### config.mk
export PLATFORM = sky130hd
export DESIGN_NAME = imem_loader
export DESIGN_NICKNAME = d
export VERILOG_FILES = /design/src/rtl/imem_loader.sv
export SDC_FILE = /design/constraint.sdc
export NUM_CORES = 1
export LEC_CHECK = 0
export CORE_AREA = 2 2 101 103
export CTS_BUF_LIST = sky130_fd_sc_hd__clkbuf_2 sky130_fd_sc_hd__clkbuf_4 sky130_fd_sc_hd__clkbuf_8
export DETAILED_ROUTE_END_ITERATION = 6
export DIE_AREA = 0 0 103 105
export PLACE_DENSITY = 0.84
export SKIP_CTS_REPAIR_TIMING = 1
export SYNTH_ARGS = -nofsm -noshare
export SYNTH_HDL_FRONTEND = slang
export SYNTH_SLANG_ARGS = --single-unit
### constraint.sdc
create_clock -name clk -period 2.45 [get_ports clk]
set_clock_uncertainty 0.15 [all_clocks]
set_input_delay 0.735 -clock clk [delete_from_list [all_inputs] [get_ports clk]]
set_output_delay 0.735 -clock clk [all_outputs]
set_load 0.05 [all_outputs]
### src/rtl/imem_loader.sv
// imem_loader: assembles a big-endian byte stream into 32-bit words and writes them into instruction memory.
// Timing: each word's write strobe is high for one cycle, starting at the edge that accepts its 4th byte.
// Flow control: rx_ready is high in HDR/DATA/CHK and low in DONE/ERR. Define IMEM_LOADER_CHECKSUM_EN to add the trailing XOR checksum byte.
module imem_loader #(
  parameter int ADDR_W    = 8,
  parameter int BASE_ADDR = 0
) (
  input  logic              clk,
  input  logic              reset,
  input  logic [7:0]        rx_data,
  input  logic              rx_valid,
  output logic              rx_ready,
  input  logic              reload,
  output logic              imem_we,
  output logic [ADDR_W-1:0] imem_addr,
  output logic [31:0]       imem_wdata,
  output logic              core_hold,
  output logic              load_done,
  output logic              load_err,
  output logic [ADDR_W:0]   words_loaded
);

  localparam logic [ADDR_W-1:0] BASE = ADDR_W'(BASE_ADDR);
  // Largest legal word count is the full memory capacity.
  localparam logic [32:0]       CAP  = 33'(1) << ADDR_W;

`ifdef IMEM_LOADER_CHECKSUM_EN
  typedef enum logic [2:0] {S_HDR, S_DATA, S_CHK, S_DONE, S_ERR} state_t;
`else
  typedef enum logic [2:0] {S_HDR, S_DATA, S_DONE, S_ERR} state_t;
`endif

  state_t            state, state_nxt;
  logic [1:0]        byte_cnt;
  logic [23:0]       hdr_sr;
  logic [23:0]       word_sr;
  logic [ADDR_W:0]   n_words;
  logic [ADDR_W:0]   wl;

  logic              accept;
  logic              last_byte;
  logic [31:0]       hdr_full;
  logic [31:0]       word_full;
  logic              data_full;
  logic              data_take;
  logic              word_done;
  logic [ADDR_W:0]   wl_inc;
  logic              restart;

  assign accept    = rx_valid && rx_ready;
  assign last_byte = (byte_cnt == 2'd3);
  assign hdr_full  = {hdr_sr, rx_data};
  assign word_full = {word_sr, rx_data};
  // All declared words written; any byte arriving in DATA now is not part of a word.
  assign data_full = (wl == n_words);
  assign data_take = accept && (state == S_DATA) && !data_full;
  assign word_done = data_take && last_byte;
  assign wl_inc    = wl + {{ADDR_W{1'b0}}, 1'b1};
  assign restart   = ((state == S_DONE) || (state == S_ERR)) && reload;

`ifdef IMEM_LOADER_CHECKSUM_EN
  logic [7:0] chk_acc;

  // XOR of every stream byte before the checksum byte
  always_ff @(posedge clk or negedge reset) begin
    if (!reset) begin
      chk_acc <= 8'h00;
    end else if (restart) begin
      chk_acc <= 8'h00;
    end else if (accept && (state != S_CHK)) begin
      chk_acc <= chk_acc ^ rx_data;
    end
  end
`endif

  // State register
  always_ff @(posedge clk or negedge reset) begin
    if (!reset) begin
      state <= S_HDR;
    end else begin
      state <= state_nxt;
    end
  end

  // Next-state logic
  always_comb begin
    state_nxt = state;
    case (state)
      S_HDR: begin
        if (accept && last_byte) begin
          if (hdr_full == 32'd0) begin
`ifdef IMEM_LOADER_CHECKSUM_EN
            state_nxt = S_CHK;
`else
            state_nxt = S_DONE;
`endif
          end else if ({1'b0, hdr_full} > CAP) begin
            state_nxt = S_ERR;
          end else begin
            state_nxt = S_DATA;
          end
        end
      end
      S_DATA: begin
`ifdef IMEM_LOADER_CHECKSUM_EN
        // Checksum byte may follow the last word back-to-back
        if (word_done && (wl_inc == n_words)) state_nxt = S_CHK;
`else
        // Leave one cycle after the final write strobe
        if (data_full) state_nxt = S_DONE;
`endif
      end
`ifdef IMEM_LOADER_CHECKSUM_EN
      S_CHK: begin
        if (accept) state_nxt = (rx_data == chk_acc) ? S_DONE : S_ERR;
      end
`endif
      S_DONE, S_ERR: begin
        if (reload) state_nxt = S_HDR;
      end
      default: state_nxt = S_HDR;
    endcase
  end

  // State-decoded outputs
  always_comb begin
    rx_ready  = 1'b1;
    core_hold = 1'b1;
    load_done = 1'b0;
    load_err  = 1'b0;
    case (state)
      S_DONE: begin
        rx_ready  = 1'b0;
        core_hold = 1'b0;
        load_done = 1'b1;
      end
      S_ERR: begin
        rx_ready = 1'b0;
        load_err = 1'b1;
      end
      default: ;
    endcase
  end

  // Header/word assembly, write port and word counter
  always_ff @(posedge clk or negedge reset) begin
    if (!reset) begin
      byte_cnt   <= 2'd0;
      hdr_sr     <= 24'd0;
      word_sr    <= 24'd0;
      n_words    <= '0;
      wl         <= '0;
      imem_we    <= 1'b0;
      imem_addr  <= '0;
      imem_wdata <= 32'd0;
    end else begin
      imem_we <= 1'b0;
      if (restart) begin
        byte_cnt <= 2'd0;
        hdr_sr   <= 24'd0;
        wl       <= '0;
        n_words  <= '0;
      end else if (accept && (state == S_HDR)) begin
        hdr_sr   <= hdr_full[23:0];
        byte_cnt <= byte_cnt + 2'd1;
        // Truncation only matters for oversize counts, which go to ERR
        if (last_byte) n_words <= hdr_full[ADDR_W:0];
      end else if (data_take) begin
        word_sr  <= word_full[23:0];
        byte_cnt <= byte_cnt + 2'd1;
        if (last_byte) begin
          imem_we    <= 1'b1;
          imem_addr  <= BASE + wl[ADDR_W-1:0];
          imem_wdata <= word_full;
          wl         <= wl_inc;
        end
      end
    end
  end

  assign words_loaded = wl;

endmodule

==> run summary <==
final period utilization = 0.972
H-tree depth = 3
Min Hold Slack = 0.144 ns
Finished Cell Area = 0.00602 mm²
routed wire length = 10,200 µm
vias in the first global route = 3,391
DR top layer = met4
worst setup path startpoint = imem_we
Critical path buffers and inverters = 1
initial drt markers = 165
Post-Syn Area = 0.00476 mm²
CP max stage cell = clkdlybuf4s50_1
Slowest Stage Delay on Critical Path = 0.79 ns
first-pass GRT wire length = 16,700 µm
Hold Vio Cnt, Final = 0
worst setup margin = 0.0685 ns
placed cells = 593
Filler cells = 729
initial antenna violation count = 0
Synth Warn # = 0
total core area = 0.00964 mm²
Final Max Slew Viols = 0
CP Depth = 1
GP Congestion = 0.829
async set or reset register ratio after synthesis = 1.00
dpl ws = -0.0816 ns
Reg-to-Reg End = imem_wdata[5]
Mapped Cells = 387
Worst VDD drop = 0.451 mV
sequential share of the synthesized area = 0.583
Layout area overhead = 26.4%
register area = 0.00278 mm²
Leakage = 3.49 nW
Clock Tree Buf Depth = 2
hpwl dp = 7100 µm
Vert. Die Dim = 105 µm
residual DRC count = 0
IO buf count = 65
maximum capacitance violations = 0
Starting Density = 0.494
die width = 103 µm
FF-to-FF Start = words_loaded[0]
cells along the critical path = clkdlybuf4s50_1
Hold Path Class = primary input to async pin
layout cells sized above 1 = 0.263
Worst setup EP type = output pin
Slew HR = 0.635
crit path max fanout = 1
Std-Cell Rows = 36
CP startpoint kind = flip-flop
I/O pin cnt = 66
RSZ-0062 raised after global routing = false
CTS root buf = clkbuf_8
final core utilization = 0.625
Setup CP Type = flip-flop to output pin
Post-synth top flop = dfrtp_1
largest net degree at the start of global routing = 45
DR WL met3 = 443 µm
die area = 0.0108 mm²
Remaining Overflow, GRT = 0
power per standard cell area = 900 mW/mm²
reg2reg setup slack = 0.27 ns
Critical Path AT = 1.50 ns
Final setup viols = 0
run status = completed
DR WL met2 = 5120 µm
Net Count, Synth = 401
syn avg cell area = 12.3 µm²
Num CTS Buffers = 9
clock slew at reported path FFs = 0.13 ns
nets = 485
TNS Setup = 0 ns
Initial DRT Pass Iterations = 5
met1 wire length = 4400 µm
WL/cell = 16.8 µm
GRT Overall Usage = 0.197
multi-input logic area = 0.00186 mm²
clock sink count = 111
number of synthesized register bits = 111
CP endpoint = imem_we
ant diodes = 0
via/cell ratio = 5.39
via count = 3,285
Worst Max-Slew Pin Slew = 0.542 ns
Routed Antenna Nets = 0
Distinct cells, synth = 32
Layout Cells excl Fill = 609
CTS tree = yes
fin crit period = 2.38 ns
Worst-Skew Late Latency = 0.39 ns
Post-synth EDFFs = 0
FF-to-FF path depth = 6
worst endpoint required time = 1.56 ns
Peak Freq = 420 MHz
placed cell areas = 0.00570 mm²
Crit path max-delay family = buffers and inverters
Design Power = 5.42 mW
==> worst min-delay path by stage <==
stage | from | depth (start not counted) | endpoint | slack (ns)
floorplan | reset | 0 | byte_cnt[0] | 0.29
global placement | hdr_sr[14] | 2 | hdr_sr[22] | 0.32
detailed placement | hdr_sr[12] | 2 | hdr_sr[20] | 0.33
CTS | reset | 1 | word_sr[19] | 0.14
global route | reset | 1 | imem_wdata[4] | 0.16
finish | reset | 1 | imem_wdata[27] | 0.14
==> routing by layer <==
layer	vias to the layer above	GRT usage
met4	0	0.0695
met2	100	0.313
met1	1653	0.265
li1	1504	-
met3	28	0.0441
met5	-	0
==> cells in the mapped netlist (all sizes together) (3+ instances only) <==
library cell / number / area (µm²)
a21oi: 24 / 120
buf: 6 / 67.6
clkbuf: 11 / 42.5
dfrtp: 111 / 2780
inv: 6 / 22.5
mux2: 64 / 860
mux2i: 3 / 30.0
nand2: 83 / 312
nand3: 19 / 95.1
nand4: 4 / 31.3
nor2: 9 / 38.8
nor3: 5 / 36.3
nor4: 8 / 50.1
o211ai: 4 / 30.0
o21ai: 3 / 15.0
o31ai: 6 / 58.8
or3: 3 / 18.8
xnor2: 9 / 78.8
==> flip-flops by register name, summed over array words and instances, names as in the netlist <==
signal,count
words_loaded,9
n_words,9
hdr_sr,24
imem_we,1
imem_addr,8
state,2
word_sr,24
imem_wdata,32
byte_cnt,2
==> layout make-up <==
type                    instances  share of cell area
flip-flops and latches        111               0.461
multi-input cells             253               0.309
repair buffers                 90               0.163
well taps                     133              0.0276
clock buffers                   9              0.0206
clock inverters                 7              0.0156
inverters                       6             0.00374
==> logic make-up after synthesis <==
| logic type | after synthesis | share of synthesized area |
|---|---|---|
| xor gates and xnor gates | 10 | 0.0184 |
| and+or+nand+nor | 135 | 0.128 |
| DFF | 111 | 0.583 |
| muxes | 67 | 0.187 |
| AOI/OAI and AO/OA | 39 | 0.0510 |
| buffers and inverters | 23 | 0.0278 |
| adders and majority gates | 2 | 0.00525 |
==> cell usage in the layout (no fill, tap or decap), types with 4 or more instances in the layout <==
master	netlist	layout
clkbuf_8	0	9
dfrtp_1	111	111
nand3_1	19	19
xnor2_1	9	9
nor2_1	7	7
nand2_1	83	83
nor3_1	4	4
nor4_1	8	8
inv_1	6	6
mux2_2	27	27
clkdlybuf4s50_1	0	11
mux2_4	37	37
buf_4	0	33
o31ai_1	5	5
dlymetal6s2s_1	0	40
buf_12	0	6
o211ai_1	4	4
a21oi_1	24	24
==> power breakdown <==
part	leakage (nW)	internal (mW)	switching [mW]
clock	0.107	0.422	0.708
combinational	1.87	0.736	1.06
sequential	1.52	2.19	0.303
total	3.49	3.35	2.07
Note: power is estimated with default switching activity, not from simulation.
